**config.mk**
```make
export PLATFORM = sky130hd
export DESIGN_NAME = debounce_multi
export DESIGN_NICKNAME = d
export VERILOG_FILES = /design/src/rtl/debounce_pkg.sv /design/src/rtl/debounce_channel.sv /design/src/rtl/debounce_multi.sv
export SDC_FILE = /design/constraint.sdc
export NUM_CORES = 1
export LEC_CHECK = 0
export ABC_AREA = 1
export CORE_ASPECT_RATIO = 1.5
export CORE_MARGIN = 4
export CORE_UTILIZATION = 30
export CTS_CLUSTER_SIZE = 14
export DETAILED_ROUTE_END_ITERATION = 10
export DONT_BUFFER_PORTS = 1
export GPL_TIMING_DRIVEN = 0
export HOLD_SLACK_MARGIN = 0.1
export PLACE_DENSITY = 0.51
export SLEW_MARGIN = 20
export SYNTH_ARGS = -nofsm -noshare
export SYNTH_HDL_FRONTEND = slang
export SYNTH_HIERARCHICAL = 1
export SYNTH_SLANG_ARGS = --single-unit
```
**constraint.sdc**
```tcl
create_clock -name i_Clk -period 1.8 [get_ports i_Clk]
set_input_delay 0.09 -clock i_Clk [delete_from_list [all_inputs] [get_ports i_Clk]]
set_output_delay 0.09 -clock i_Clk [all_outputs]
set_load 0.005 [all_outputs]
```
**src/rtl/debounce_pkg.sv**
```systemverilog
// Shared types, timing defaults and helpers for the multi-channel debouncer.
package debounce_pkg;

  // Auto-repeat state per channel
  typedef enum logic [1:0] {
    R_OFF    = 2'd0,
    R_DELAY  = 2'd1,
    R_REPEAT = 2'd2
  } rpt_state_e;

  // Default timings for a 25 MHz board clock
  localparam int DEB_10MS  = 250000;
  localparam int RPT_500MS = 12500000;
  localparam int RPT_100MS = 2500000;

  // Bits needed to hold the larger of two counts (inclusive)
  function automatic int clog2_max(input int a, input int b);
    int m;
    m = (a > b) ? a : b;
    return $clog2(m + 1);
  endfunction

endpackage

```
**src/rtl/debounce_channel.sv**
```systemverilog
// One debounce channel: two-flop synchroniser, stability counter,
// registered edge pulses and an auto-repeat press generator.
module debounce_channel
  import debounce_pkg::*;
#(
  parameter int   DEBOUNCE_CYCLES = DEB_10MS,
  parameter logic RESET_LEVEL     = 1'b0,
  parameter int   REPEAT_EN       = 1,
  parameter int   REPEAT_DELAY    = RPT_500MS,
  parameter int   REPEAT_RATE     = RPT_100MS,
  parameter int   CNT_W           = $clog2(DEBOUNCE_CYCLES),
  parameter int   RPT_W           = clog2_max(REPEAT_DELAY, REPEAT_RATE)
) (
  input  logic i_Clk,
  input  logic i_Rst_L,
  input  logic i_Switch,
  output logic o_Switch,
  output logic o_Rise,
  output logic o_Fall,
  output logic o_Press
);

  localparam logic [CNT_W-1:0] CNT_LAST = CNT_W'(DEBOUNCE_CYCLES - 1);
  localparam logic [RPT_W-1:0] DLY_LAST = RPT_W'(REPEAT_DELAY - 1);
  localparam logic [RPT_W-1:0] RATE_LAST = RPT_W'(REPEAT_RATE - 1);

  logic             sync1_r;
  logic             sync2_r;
  logic             st_r;
  logic [CNT_W-1:0] cnt_r;
  logic             rise_r;
  logic             fall_r;
  logic             press_r;
  rpt_state_e       rstate_r;
  logic [RPT_W-1:0] rcnt_r;

  logic             st_nxt_s;
  logic [CNT_W-1:0] cnt_nxt_s;
  logic             accept_s;
  logic             rise_s;
  logic             fall_s;
  rpt_state_e       rstate_nxt_s;
  logic [RPT_W-1:0] rcnt_nxt_s;
  logic             rpt_pulse_s;

  // Bring the raw pin into the clock domain
  always_ff @(posedge i_Clk or negedge i_Rst_L) begin
    if (!i_Rst_L) begin
      sync1_r <= RESET_LEVEL;
      sync2_r <= RESET_LEVEL;
    end else begin
      sync1_r <= i_Switch;
      sync2_r <= sync1_r;
    end
  end

  // Count consecutive cycles of disagreement; any agreement discards progress
  always_comb begin
    st_nxt_s  = st_r;
    cnt_nxt_s = '0;
    accept_s  = 1'b0;
    if (sync2_r == st_r) begin
      cnt_nxt_s = '0;
    end else if (cnt_r == CNT_LAST) begin
      accept_s  = 1'b1;
      st_nxt_s  = sync2_r;
      cnt_nxt_s = '0;
    end else begin
      cnt_nxt_s = cnt_r + CNT_W'(1);
    end
  end

  assign rise_s = accept_s & sync2_r;
  assign fall_s = accept_s & ~sync2_r;

  // Debounced level and counter state
  always_ff @(posedge i_Clk or negedge i_Rst_L) begin
    if (!i_Rst_L) begin
      st_r  <= RESET_LEVEL;
      cnt_r <= '0;
    end else begin
      st_r  <= st_nxt_s;
      cnt_r <= cnt_nxt_s;
    end
  end

  // Repeat FSM next state; an accepted fall beats a coincident repeat pulse
  always_comb begin
    rstate_nxt_s = rstate_r;
    rcnt_nxt_s   = rcnt_r;
    rpt_pulse_s  = 1'b0;
    if (REPEAT_EN != 0) begin
      case (rstate_r)
        R_OFF: begin
          rcnt_nxt_s = '0;
          if (rise_s) begin
            rstate_nxt_s = R_DELAY;
          end else begin
            rstate_nxt_s = R_OFF;
          end
        end
        R_DELAY: begin
          if (fall_s) begin
            rstate_nxt_s = R_OFF;
            rcnt_nxt_s   = '0;
          end else if (rcnt_r == DLY_LAST) begin
            rpt_pulse_s  = 1'b1;
            rstate_nxt_s = R_REPEAT;
            rcnt_nxt_s   = '0;
          end else begin
            rcnt_nxt_s = rcnt_r + RPT_W'(1);
          end
        end
        R_REPEAT: begin
          if (fall_s) begin
            rstate_nxt_s = R_OFF;
            rcnt_nxt_s   = '0;
          end else if (rcnt_r == RATE_LAST) begin
            rpt_pulse_s = 1'b1;
            rcnt_nxt_s  = '0;
          end else begin
            rcnt_nxt_s = rcnt_r + RPT_W'(1);
          end
        end
        default: begin
          rstate_nxt_s = R_OFF;
          rcnt_nxt_s   = '0;
        end
      endcase
    end else begin
      rstate_nxt_s = R_OFF;
      rcnt_nxt_s   = '0;
    end
  end

  // Repeat FSM state and delay/rate counter
  always_ff @(posedge i_Clk or negedge i_Rst_L) begin
    if (!i_Rst_L) begin
      rstate_r <= R_OFF;
      rcnt_r   <= '0;
    end else begin
      rstate_r <= rstate_nxt_s;
      rcnt_r   <= rcnt_nxt_s;
    end
  end

  // Registered pulses, aligned with the o_Switch change
  always_ff @(posedge i_Clk or negedge i_Rst_L) begin
    if (!i_Rst_L) begin
      rise_r  <= 1'b0;
      fall_r  <= 1'b0;
      press_r <= 1'b0;
    end else begin
      rise_r  <= rise_s;
      fall_r  <= fall_s;
      press_r <= rise_s | rpt_pulse_s;
    end
  end

  assign o_Switch = st_r;
  assign o_Rise   = rise_r;
  assign o_Fall   = fall_r;
  assign o_Press  = press_r;

endmodule

```
**src/rtl/debounce_multi.sv**
```systemverilog
// N independent debounce channels for the board buttons and switches.
module debounce_multi
  import debounce_pkg::*;
#(
  parameter int   NUM_CH          = 4,
  parameter int   DEBOUNCE_CYCLES = DEB_10MS,
  parameter logic RESET_LEVEL     = 1'b0,
  parameter int   REPEAT_EN       = 1,
  parameter int   REPEAT_DELAY    = RPT_500MS,
  parameter int   REPEAT_RATE     = RPT_100MS,
  parameter int   CNT_W           = $clog2(DEBOUNCE_CYCLES),
  parameter int   RPT_W           = clog2_max(REPEAT_DELAY, REPEAT_RATE)
) (
  input  logic              i_Clk,
  input  logic              i_Rst_L,
  input  logic [NUM_CH-1:0] i_Switch,
  output logic [NUM_CH-1:0] o_Switch,
  output logic [NUM_CH-1:0] o_Rise,
  output logic [NUM_CH-1:0] o_Fall,
  output logic [NUM_CH-1:0] o_Press
);

  // Reject timing parameters the counters cannot represent
  if (DEBOUNCE_CYCLES < 2) begin : g_bad_deb
    $error("debounce_multi: DEBOUNCE_CYCLES must be >= 2");
  end
  if (REPEAT_DELAY < 1) begin : g_bad_dly
    $error("debounce_multi: REPEAT_DELAY must be >= 1");
  end
  if (REPEAT_RATE < 1) begin : g_bad_rate
    $error("debounce_multi: REPEAT_RATE must be >= 1");
  end

  for (genvar ch = 0; ch < NUM_CH; ch++) begin : g_ch
    debounce_channel #(
      .DEBOUNCE_CYCLES (DEBOUNCE_CYCLES),
      .RESET_LEVEL     (RESET_LEVEL),
      .REPEAT_EN       (REPEAT_EN),
      .REPEAT_DELAY    (REPEAT_DELAY),
      .REPEAT_RATE     (REPEAT_RATE),
      .CNT_W           (CNT_W),
      .RPT_W           (RPT_W)
    ) u_ch (
      .i_Clk    (i_Clk),
      .i_Rst_L  (i_Rst_L),
      .i_Switch (i_Switch[ch]),
      .o_Switch (o_Switch[ch]),
      .o_Rise   (o_Rise[ch]),
      .o_Fall   (o_Fall[ch]),
      .o_Press  (o_Press[ch])
    );
  end

endmodule

```
==> results of run 1 <==
-- layout make-up --
cell class	instances	area (um2)
Clock inverter	12	164
Clock buffer	20	457
Buffer	19	200
Tap cell	489	612
Multi-Input combinational cell	1104	5960
Sequential cell	200	5010
Fill cell	4025	24600
Inverter	188	706
Timing Repair Buffer	23	218
-- metal layers --
metal / part of all wire [%] / GRT usage (%)
met3: 2.2 / 2.21
met4: 3.3 / 5.71
met1: 41 / 14.3
met2: 54 / 24.1
met5: 0 / 0
-- metrics by stage --
| stage | utilization (%) | area (um2) | instances | hold WS, ns |
|---|---|---|---|---|
| detailed placement | 32.1 | 12200 | 2000 | -0.186 |
| global route | 35.2 | 13300 | 2055 | -0.688 |
| global placement | 32.1 | 12200 | 2000 | -0.186 |
| CTS | 34.2 | 13000 | 2040 | -0.681 |
| finish | 35.2 | 13300 | 2055 | -0.640 |
| floorplan | - | 11600 | 1511 | -0.206 |
-- critical path, cell delays in order, from the launching register on --
cell,delay (ns)
dfrtp_1,0.41
ha_4,0.15
nand4_1,0.24
nor2_2,0.24
nand3_1,0.10
nand3_1,0.11
nand2_2,0.07
nand2_4,0.15
clkbuf_16,0.18
nor2_1,0.04
-- placed cells by master, fill, tap and decap left out, types with 4 or more instances in the layout --
cell type / instances
nor3_1: 38
nand3_1: 119
nand3b_1: 6
o21bai_1: 9
dfrtp_1: 197
nor4_1: 10
xor2_1: 69
nor3_4: 4
nand2_2: 8
nor2_1: 312
nand3_2: 18
buf_6: 6
buf_2: 5
nor3_2: 9
nand2_4: 4
inv_2: 7
xnor2_1: 26
nor2_4: 18
nand3_4: 4
clkbuf_16: 19
ha_1: 14
nor2_2: 51
o21ai_0: 12
inv_1: 181
nand2_1: 280
dlygate4sd3_1: 4
a21oi_1: 14
buf_4: 20
nand4_1: 54
ha_4: 4
-- final timing paths --
check	end	slack [ns]	cells after the start
setup reg to reg	g_ch[2].u_ch/rcnt_r[16]	0.01	9
min in group i_Clk	g_ch[0].u_ch/sync1_r	0.19	1
setup / recovery	g_ch[2].u_ch/rcnt_r[16]	0.01	9
hold / removal	g_ch[3].u_ch/rcnt_r[18]	-0.64	0
max in group asynchronous	g_ch[2].u_ch/cnt_r[0]	2.05	0
hold reg to reg	g_ch[3].u_ch/sync2_r	0.35	0
-- power by group through the flow --
stage | sequential (uW) | clock [uW] | combinational, uW
3_3_place_gp | 4640 | 0 | 86.4
4_1_cts | 4550 | 4240 | 101
5_1_grt | 4560 | 4450 | 129
6_report | 4550 | 4080 | 111
2_1_floorplan | 4630 | 0 | 65.2
3_5_place_dp | 4640 | 0 | 87.6
-- registers in the layout, indices dropped and copies added, names as in the netlist --
| signal | flops |
|---|---|
| g_ch.u_ch/o_Fall | 4 |
| g_ch.u_ch/rstate_r | 8 |
| g_ch.u_ch/o_Switch | 4 |
| g_ch.u_ch/o_Rise | 4 |
| g_ch.u_ch/cnt_r | 72 |
| g_ch.u_ch/sync1_r | 4 |
| g_ch.u_ch/sync2_r | 4 |
| g_ch.u_ch/o_Press | 4 |
| g_ch.u_ch/rcnt_r | 96 |
-- cell families (layout without fill, tap and decap cells) --
logic type	Yosys count	count (layout)	share of synthesized area (%)
buf+inv	207	262	7.74
compound gates	45	45	2.35
flops	200	200	43.3
fa+ha+maj	20	20	2.16
xor+xnor	95	95	7.20
simple gates	944	944	37.3
-- what timing repair did --
action / CTS / global route
hold endpoints to repair: 204 / 200
resized for setup: 26 / 58
setup buffers: 4 / 13
setup endpoints to repair: 97 / 110
pin swaps: 5 / 11
gates cloned: 0 / 2
==> key figures, run 1 <==
Setup path
  – CP Launch Type: register
  – R2R Path Start: g_ch[2].u_ch/rcnt_r[0]
  – WP data arrival: 2.12 ns
  – Critical path fanouts, max: 8
  – CP required: 2.13 ns
  – Nature of the critical path endpoint: register
  – Crit path from: g_ch[2].u_ch/rcnt_r[0]
  – CP Class: reg -> reg

Yosys
  – Synth cell count leaders: nor2_1, nand2_1, dfrtp_1
  – Seq cells post-synth: 200
  – Syn_area_per_cell: 7.65 um2
  – Yosys top cell area share: 43.3%
  – Seq/Total Area, Yosys: 43.3%
  – Syn Nets: 1537
  – Most numerous cell in the Yosys netlist: nor2_1
  – EDFF count, synth: 0
  – Synth Flop Type: dfrtp_1
  – Synthesized cell area: 11600 um2
  – Ys Warns: 6
  – Gate count of the mapped netlist: 1511
  – Fraction of registers with async set/reset: 100%
  – Netlist cell types: 35
  – Yosys top cell by area: dfrtp_1
  – Area contributors post-synth: dfrtp_1, nor2_1, nand2_1, inv_1, nand3_1

Power and ir drop
  – Cell Pwr Density: 656 nW/um2
  – Peak VDD IR: 0.536 mV
  – Pwr Total: 8740 uW
  – Clock power share: 46.7%
  – Leakage: 0.00568 uW
  – Switch share: 21.7%
  – Net switching power: 1890 uW
  – Comb pwr share: 1.3%
  – Cell internal pwr: 6850 uW
  – Sequential power share: 52.1%

Detailed routing
  – DRC viols: 0
  – WL per Instance: 13.1 um
  – Vias per cell: 4.65
  – Drt initial violations: 530
  – Post-detailed-route count of antenna-violating nets: 0
  – Via count: 9552
  – WL final: 27.0 mm
  – First-pass DRT Iterations: 5

Timing
  – Setup Skew: 0.00978 ns
  – Least-Margin Pin Slew: 0.577 ns
  – Final setup TNS: 0 ns
  – Slew headroom: 61.4%
  – Fin. Hold Viols: 200
  – Post-route setup slack: 0.00955 ns
  – Max-slew violations: 0
  – FMAX: 0.559 GHz
  – Post-layout min period: 1.79 ns
  – Final worst path period share: 99.5%
  – WHS: -0.640 ns
  – Unrepaired setup endpoints after global routing: true
  – Endpoints failing setup: 0

Clocking
  – Worst-path clk slew: 0.07 ns
  – Clk_lat worst skew: 0.45 ns
  – Clk sinks: 200
  – CTS tree: done
  – Clk Tree Root Cell: clkbuf_16
  – H-Tree Level Count: 4
  – CTS hold repair buffers: 4
  – Max Root-Sink Buffers: 2
  – CTS Buf Count: 17

Placement
  – Worst slack at placement: -0.159 ns
  – RD Place Congestion: 0.892
  – DP HPWL: 19.3 mm
  – I/O Buffers: 0

Status
  – Status: complete, but fails checks
  – Failing checks: negative hold slack

Floorplan
  – Die Footprint: 41800 um2
  – Core area: 37900 um2
  – I/O pins: 22
  – Die Width: 168 um
  – Row count: 87
  – Initial core utilization: 30.5%
  – Die Ht: 248 um

Final layout
  – Layout cells sized above 1: 13.3%
  – ANT cells: 0
  – Nets: 1579
  – P&R area growth vs syn: 15.3%

Global routing
  – Largest net degree at the start of global routing: 201
  – Total gr overflow: 0
  – Vias in the first global route: 9541
  – Initial antenna violation count: 0
  – Gr usage total: 13.0%
  – First-pass GRT wire length: 45.4 mm

Flow run
  – Max-Cap Viols: 0

Hold path
  – Min-delay worst type: in -> async
No activity file was read; power rests on OpenSTA's default activity.
==> run 2: changes to the inputs <==
Settings changed: CORE_ASPECT_RATIO 1.5 to 2, SYNTH_HIERARCHICAL 1 to not set.
==> key figures, run 2 <==
Timing
  – Unrepaired setup endpoints after global routing: true
  – WHS: -0.668 ns (-0.0279 ns)
  – Setup Skew: 0.0139 ns (+0.00411 ns)
  – Post-layout min period: 1.75 ns (-0.0370 ns)
  – Post-route setup slack: 0.0465 ns (+0.0370 ns)
  – Endpoints failing setup: 0 (unchanged)
  – FMAX: 0.570 GHz (+2.1%)
  – Final worst path period share: 97.4% (-2.1 points)
  – Max-slew violations: 0 (unchanged)
  – Fin. Hold Viols: 200 (unchanged)
  – Slew headroom: 59.3% (-2.1 points)
  – Least-Margin Pin Slew: 0.605 ns (+0.0276 ns)

Floorplan
  – I/O pins: 22 (unchanged)
  – Initial core utilization: 30.3% (-0.23 points)
  – Row count: 101 (+16%)
  – Die Width: 146 um (-13%)
  – Die Footprint: 41700 um2 (-0.36%)
  – Die Ht: 285 um (+15%)
  – Core area: 37900 um2 (about the same)

Global routing
  – Vias in the first global route: 9728 (+2.0%)
  – Largest net degree at the start of global routing: 201 (unchanged)
  – First-pass GRT wire length: 46.1 mm (+1.6%)
  – Initial antenna violation count: 0 (unchanged)
  – Total gr overflow: 0 (unchanged)
  – Gr usage total: 13.6% (+0.62 points)

Yosys
  – Ys Warns: 0 (-6)
  – Seq cells post-synth: 200 (unchanged)
  – Yosys top cell by area: dfrtp_1
  – Syn_area_per_cell: 7.60 um2 (-0.68%)
  – Fraction of registers with async set/reset: 100% (unchanged)
  – Most numerous cell in the Yosys netlist: nor2_1
  – Syn Nets: 1537 (unchanged)
  – Synthesized cell area: 11500 um2 (-0.68%)
  – EDFF count, synth: 0 (unchanged)
  – Yosys top cell area share: 43.6% (+0.30 points)
  – Seq/Total Area, Yosys: 43.6% (+0.30 points)
  – Synth Flop Type: dfrtp_1
  – Gate count of the mapped netlist: 1511 (unchanged)
  – Synth cell count leaders: nor2_1, nand2_1, dfrtp_1
  – Netlist cell types: 41 (+17%)
  – Area contributors post-synth: dfrtp_1, nor2_1, nand2_1, inv_1, nand3_1

Placement
  – RD Place Congestion: 0.881 (-1.2%)
  – DP Cell Count: 1974 (-1.3%)
  – Worst slack at placement: -0.235 ns (-0.0766 ns)
  – DP HPWL: 20.5 mm (+6.6%)
  – I/O Buffers: 0 (unchanged)

Detailed routing
  – First-pass DRT Iterations: 5 (unchanged)
  – Vias per cell: 4.69 (+0.90%)
  – Drt initial violations: 378 (-29%)
  – Post-detailed-route count of antenna-violating nets: 0 (unchanged)
  – DRC viols: 0 (unchanged)
  – WL per Instance: 13.8 um (+4.9%)
  – Via count: 9544 (-0.084%)
  – WL final: 28.0 mm (+3.9%)

Power and ir drop
  – Leakage: 0.00552 uW (-2.9%)
  – Cell Pwr Density: 637 nW/um2 (-2.9%)
  – Peak VDD IR: 0.675 mV (+26%)
  – Pwr Total: 8530 uW (-2.4%)

Setup path
  – Worst r2r dst: g_ch[3].u_ch.rcnt_r[15]
  – CP required: 2.14 ns (about the same)
  – Nature of the critical path endpoint: register
  – CP Class: reg -> reg
  – WP data arrival: 2.10 ns (-0.02 ns)
  – Worst r2r path cells: 11 (+2)
  – R2R Setup Slk: 0.05 ns (+0.04 ns)
  – CP Launch Type: register
  – Critical path fanouts, max: 6 (-2)
  – R2R Path Start: g_ch[3].u_ch.cnt_r[0]
  – Crit path from: g_ch[3].u_ch.cnt_r[0]

Clocking
  – CTS tree: done
  – Clk Tree Root Cell: clkbuf_16
  – Worst-path clk slew: 0.08 ns (about the same)
  – CTS hold repair buffers: 4 (unchanged)
  – H-Tree Level Count: 4 (unchanged)
  – Clk_lat worst skew: 0.46 ns (about the same)
  – Clk sinks: 200 (unchanged)
  – CTS Buf Count: 17 (unchanged)
  – Max Root-Sink Buffers: 2 (unchanged)

Final layout
  – Top Registers: g_ch.u_ch.rcnt_r (96), g_ch.u_ch.cnt_r (72), g_ch.u_ch.rstate_r (8)
  – Finished Layout Cells: 2035 (-0.97%)
  – Commonest non-fill, non-tap cell in the layout: nor2_1
  – ANT cells: 0 (unchanged)
  – Max FFs per register: 96 (unchanged)
  – P&R area growth vs syn: 16.6%
  – Layout cells sized above 1: 15.3% (+1.9 points)
  – Largest Register: g_ch.u_ch.rcnt_r
  – Most frequent cells in the layout: nor2_1, nand2_1, dfrtp_1
  – Nets: 1585 (+0.38%)

Status
  – Failing checks: negative hold slack
  – Status: complete, but fails checks

Hold path
  – Min-delay worst type: in -> async

Flow run
  – Max-Cap Viols: 0 (unchanged)
run 2: power by group:
group / switching, uW / internal, uW
clock network: 1840 / 2010
registers: 33.0 / 4520
logic: 72.2 / 55.2
run 2: routing by layer:
metal | global-route usage, % | vias up | wire [um]
met5 | 0 | - | 0
met4 | 7.40 | 0 | 1330
met3 | 2.14 | 73 | 613
met2 | 27.5 | 148 | 16100
met1 | 12.6 | 4487 | 10000
li1 | - | 4836 | -
run 2: layout make-up:
| type | instances | area [um2] |
|---|---|---|
| fillers | 4014 | 24500 |
| repair buffers | 29 | 298 |
| well taps | 463 | 579 |
| inverters | 186 | 698 |
| plain buffers | 30 | 284 |
| clock buffers | 21 | 460 |
| multi-input cells | 1095 | 5940 |
| clock inverters | 11 | 113 |
| flip-flops and latches | 200 | 5020 |
run 2: worst max path at each step:
| stage | to | slack (ns) | cells after the start |
|---|---|---|---|
| after floorplan | g_ch[1].u_ch.rcnt_r[9] | 0.16 | 9 |
| after global placement | g_ch[1].u_ch.rcnt_r[22] | -0.23 | 9 |
| after detailed placement | g_ch[1].u_ch.rcnt_r[12] | -0.24 | 9 |
| after CTS | g_ch[1].u_ch.rcnt_r[9] | -0.0004 | 11 |
| after global routing | g_ch[3].u_ch.rcnt_r[13] | -0.05 | 11 |
| final | g_ch[3].u_ch.rcnt_r[15] | 0.05 | 11 |
run 2: critical path, stage by stage, from the launching register on:
cell and delay, ns:
dfrtp_1 0.38, ha_2 0.20, nand2_2 0.07, nor2_4 0.19, inv_2 0.07, nor2_4 0.11
nand3_4 0.12, nand3_4 0.12, nand2_4 0.08, nand2_8 0.10, clkbuf_16 0.17, nor2_2 0.03
run 2: per-stage QoR:
stage | instance area, um2 | TNS [ns] | util, %
finish | 13400 | 0 | 35.3
global route | 13400 | -0.696 | 35.3
CTS | 12800 | -0.000400 | 33.8
detailed placement | 12100 | -10.16 | 31.8
global placement | 12100 | -8.16 | 31.8
floorplan | 11500 | 0 | -
run 2: cell families (layout without fill, tap and decap cells):
| kind of cell | count (synthesis) | in the layout | synth area share [%] |
|---|---|---|---|
| xor gates and xnor gates | 93 | 93 | 7.09 |
| and+or+nand+nor | 929 | 929 | 36.3 |
| AOI/OAI and AO/OA | 53 | 53 | 2.64 |
| buffers and inverters | 216 | 277 | 8.21 |
| DFF | 200 | 200 | 43.6 |
| adders and majority gates | 20 | 20 | 2.18 |
run 2: timing repair:
| action | 4_1_cts | 5_1_grt |
|---|---|---|
| pin swaps | 1 | 18 |
| endpoints found under the setup margin | 104 | 108 |
| hold endpoints to repair | 204 | 200 |
| resized for setup | 23 | 100 |
| setup buffers | 6 | 15 |
| gates cloned | 0 | 4 |
==> run 3: changes to the inputs <==
Settings changed: CORE_MARGIN 4 to not set, CORE_UTILIZATION 30 to 60, PLACE_DENSITY 0.51 to 0.83.
==> key figures, run 3 (same netlist as run 2, synthesis figures left out) <==
Status
  – Status: complete, but fails checks
  – Failing checks: negative hold slack

Timing
  – WHS: -0.662 ns (+0.00549 ns)
  – Post-route setup slack: 0.0265 ns (-0.0200 ns)
  – Setup Skew: 0.0121 ns (-0.00177 ns)
  – Post-layout min period: 1.77 ns (+0.0200 ns)
  – Max-slew violations: 0 (unchanged)
  – Endpoints failing setup: 0 (unchanged)
  – Least-Margin Pin Slew: 0.682 ns (+0.0770 ns)
  – Unrepaired setup endpoints after global routing: true
  – Fin. Hold Viols: 200 (unchanged)
  – Final worst path period share: 98.5% (+1.1 points)
  – FMAX: 0.564 GHz (-1.1%)
  – Slew headroom: 54.4% (-4.9 points)

Detailed routing
  – Drt initial violations: 600 (+59%)
  – WL per Instance: 14.6 um (+6.0%)
  – Vias per cell: 5.47 (+17%)
  – Post-detailed-route count of antenna-violating nets: 0 (unchanged)
  – Via count: 10011 (+4.9%)
  – First-pass DRT Iterations: 6 (+1)
  – DRC viols: 0 (unchanged)
  – WL final: 26.7 mm (-4.6%)

Floorplan
  – Core area: 18700 um2 (-51%)
  – Die Ht: 198 um (-31%)
  – Row count: 71 (-30%)
  – I/O pins: 22 (unchanged)
  – Die Footprint: 19700 um2 (-53%)
  – Die Width: 99.8 um (-32%)
  – Initial core utilization: 61.3% (+31 points)

Setup path
  – CP required: 2.13 ns (about the same)
  – Critical path fanouts, max: 7 (+1)
  – Nature of the critical path endpoint: register
  – Slowest CP cell: dfrtp_1
  – CP Class: reg -> reg
  – CP Launch Type: register
  – Cells along the critical path: nand2_1 > nor2_1 > nand2_1 > nor2_1 > nand2_1 > nand3_2 > nand2_2 > nand2_4 > clkbuf_16 > nor2_2
  – CP dominant cell by count: nand2_1
  – WP data arrival: 2.11 ns (about the same)
  – Max stage delay on crit path: 0.44 ns (+0.06 ns)

Power and ir drop
  – Peak VDD IR: 0.653 mV (-3.3%)
  – Switch share: 22.6% (-0.23 points)
  – Pwr Total: 8470 uW (-0.69%)
  – Cell internal pwr: 6560 uW (-0.40%)
  – Net switching power: 1910 uW (-1.7%)
  – Sequential power share: 53.7% (+0.3 points)
  – Clock power share: 44.8% (-0.3 points)
  – Cell Pwr Density: 650 nW/um2 (+2.0%)
  – Comb pwr share: 1.5% (about the same)
  – Leakage: 0.00558 uW (+1.1%)

Clocking
  – CTS Buf Count: 17 (unchanged)
  – Max Root-Sink Buffers: 2 (unchanged)
  – Clk sinks: 200 (unchanged)
  – Clk Tree Root Cell: clkbuf_16
  – CTS tree: done
  – Worst-path clk slew: 0.08 ns (about the same)
  – H-Tree Level Count: 4 (unchanged)
  – CTS hold repair buffers: 4 (unchanged)
  – Clk_lat worst skew: 0.45 ns (about the same)

Global routing
  – Largest net degree at the start of global routing: 201 (unchanged)
  – Vias in the first global route: 9910 (+1.9%)
  – Gr usage total: 27.1% (+14 points)
  – First-pass GRT wire length: 42.5 mm (-7.8%)
  – Total gr overflow: 0 (unchanged)
  – Initial antenna violation count: 0 (unchanged)

Final layout
  – Max FFs per register: 96 (unchanged)
  – Top Registers: g_ch.u_ch.rcnt_r (96), g_ch.u_ch.cnt_r (72), g_ch.u_ch.rstate_r (8)
  – ANT cells: 0 (unchanged)
  – Nets: 1590 (+0.32%)
  – Commonest non-fill, non-tap cell in the layout: nor2_1
  – Most frequent cells in the layout: nor2_1, nand2_1, dfrtp_1
  – Largest Register: g_ch.u_ch.rcnt_r
  – Layout cells sized above 1: 14.7% (-0.61 points)
  – Finished Layout Cells: 1831 (-10%)
  – P&R area growth vs syn: 13.5%

Placement
  – RD Place Congestion: 0.967 (+9.7%)
  – I/O Buffers: 0 (unchanged)
  – Worst slack at placement: -0.177 ns (+0.0588 ns)
  – DP HPWL: 18.5 mm (-9.9%)
  – DP Cell Count: 1766 (-11%)

Hold path
  – Min-delay worst type: in -> async

Flow run
  – Max-Cap Viols: 0 (unchanged)
-- run 3: cell types whose count changed in the layout (fill, tap and decap cells not counted), moves of 3 or more --
cell / change
nor2_2: -4
nand2_2: +3
dfrtp_1: +8
clkinv_4: +3
nor2_1: +4
clkinvlp_4: -3
buf_4: +5
buf_6: +3
dfrtp_2: -8
nand3_4: -3
-- run 3: final timing paths --
| kind | slack, ns | cells after the start | from | end |
|---|---|---|---|---|
| hold reg to reg | 0.35 | 0 | g_ch[2].u_ch.sync1_r | g_ch[2].u_ch.sync2_r |
| hold / removal | -0.66 | 0 | i_Rst_L | g_ch[2].u_ch.o_Fall |
| min in group i_Clk | 0.20 | 1 | i_Switch[1] | g_ch[1].u_ch.sync1_r |
| max in group asynchronous | 2.15 | 0 | i_Rst_L | g_ch[0].u_ch.rcnt_r[22] |
| setup / recovery | 0.03 | 10 | g_ch[3].u_ch.rcnt_r[13] | g_ch[3].u_ch.rcnt_r[8] |
| setup reg to reg | 0.03 | 10 | g_ch[3].u_ch.rcnt_r[13] | g_ch[3].u_ch.rcnt_r[8] |
-- run 3: through the flow --
stage | TNS, ns | cell area, um2 | utilization, %
2_1_floorplan | 0 | 11500 | -
3_3_place_gp | -5.24 | 11800 | 63.0
3_5_place_dp | -8.12 | 11800 | 63.0
4_1_cts | -0.00149 | 12500 | 66.8
5_1_grt | -1.73 | 13000 | 69.6
6_report | 0 | 13000 | 69.6
-- run 3: area by class of cell --
cell class | count | area [um2]
multi-input combinational | 1095 | 5850
fill | 1436 | 5710
sequential | 200 | 5010
inverter | 186 | 698
clock buffer | 18 | 439
tap | 255 | 319
timing repair buffer | 34 | 308
buffer | 30 | 280
clock inverter | 13 | 136
-- run 3: power groups by stage --
stage / Combinational [uW] / Clock [uW] / Sequential (uW)
global route: 141 / 4000 / 4550
CTS: 102 / 3830 / 4550
finish: 124 / 3800 / 4550
global placement: 82.8 / 0 / 4640
detailed placement: 85.3 / 0 / 4640
floorplan: 66.4 / 0 / 4630
-- run 3: worst max-delay path, delay by kind of cell (launching register included) --
kind	cells	cell delay [ns]
AND/OR/NAND/NOR	9	1.02
flip-flops	1	0.44
buffers and inverters	1	0.19
-- run 3: routing by layer --
metal | vias up | track usage (%) | wire length (um)
li1 | 4864 | - | -
met1 | 4732 | 25.8 | 9350
met2 | 275 | 51.3 | 14900
met3 | 140 | 3.86 | 717
met4 | 0 | 19.8 | 1760
met5 | - | 0 | 0
-- run 3: what timing repair did --
item | 4_1_cts | 5_1_grt
cloned | 0 | 4
buffers inserted | 7 | 19
endpoints found under the setup margin | 90 | 110
pin swaps | 2 | 15
endpoints found under the hold margin | 204 | 200
gates resized for setup | 17 | 84
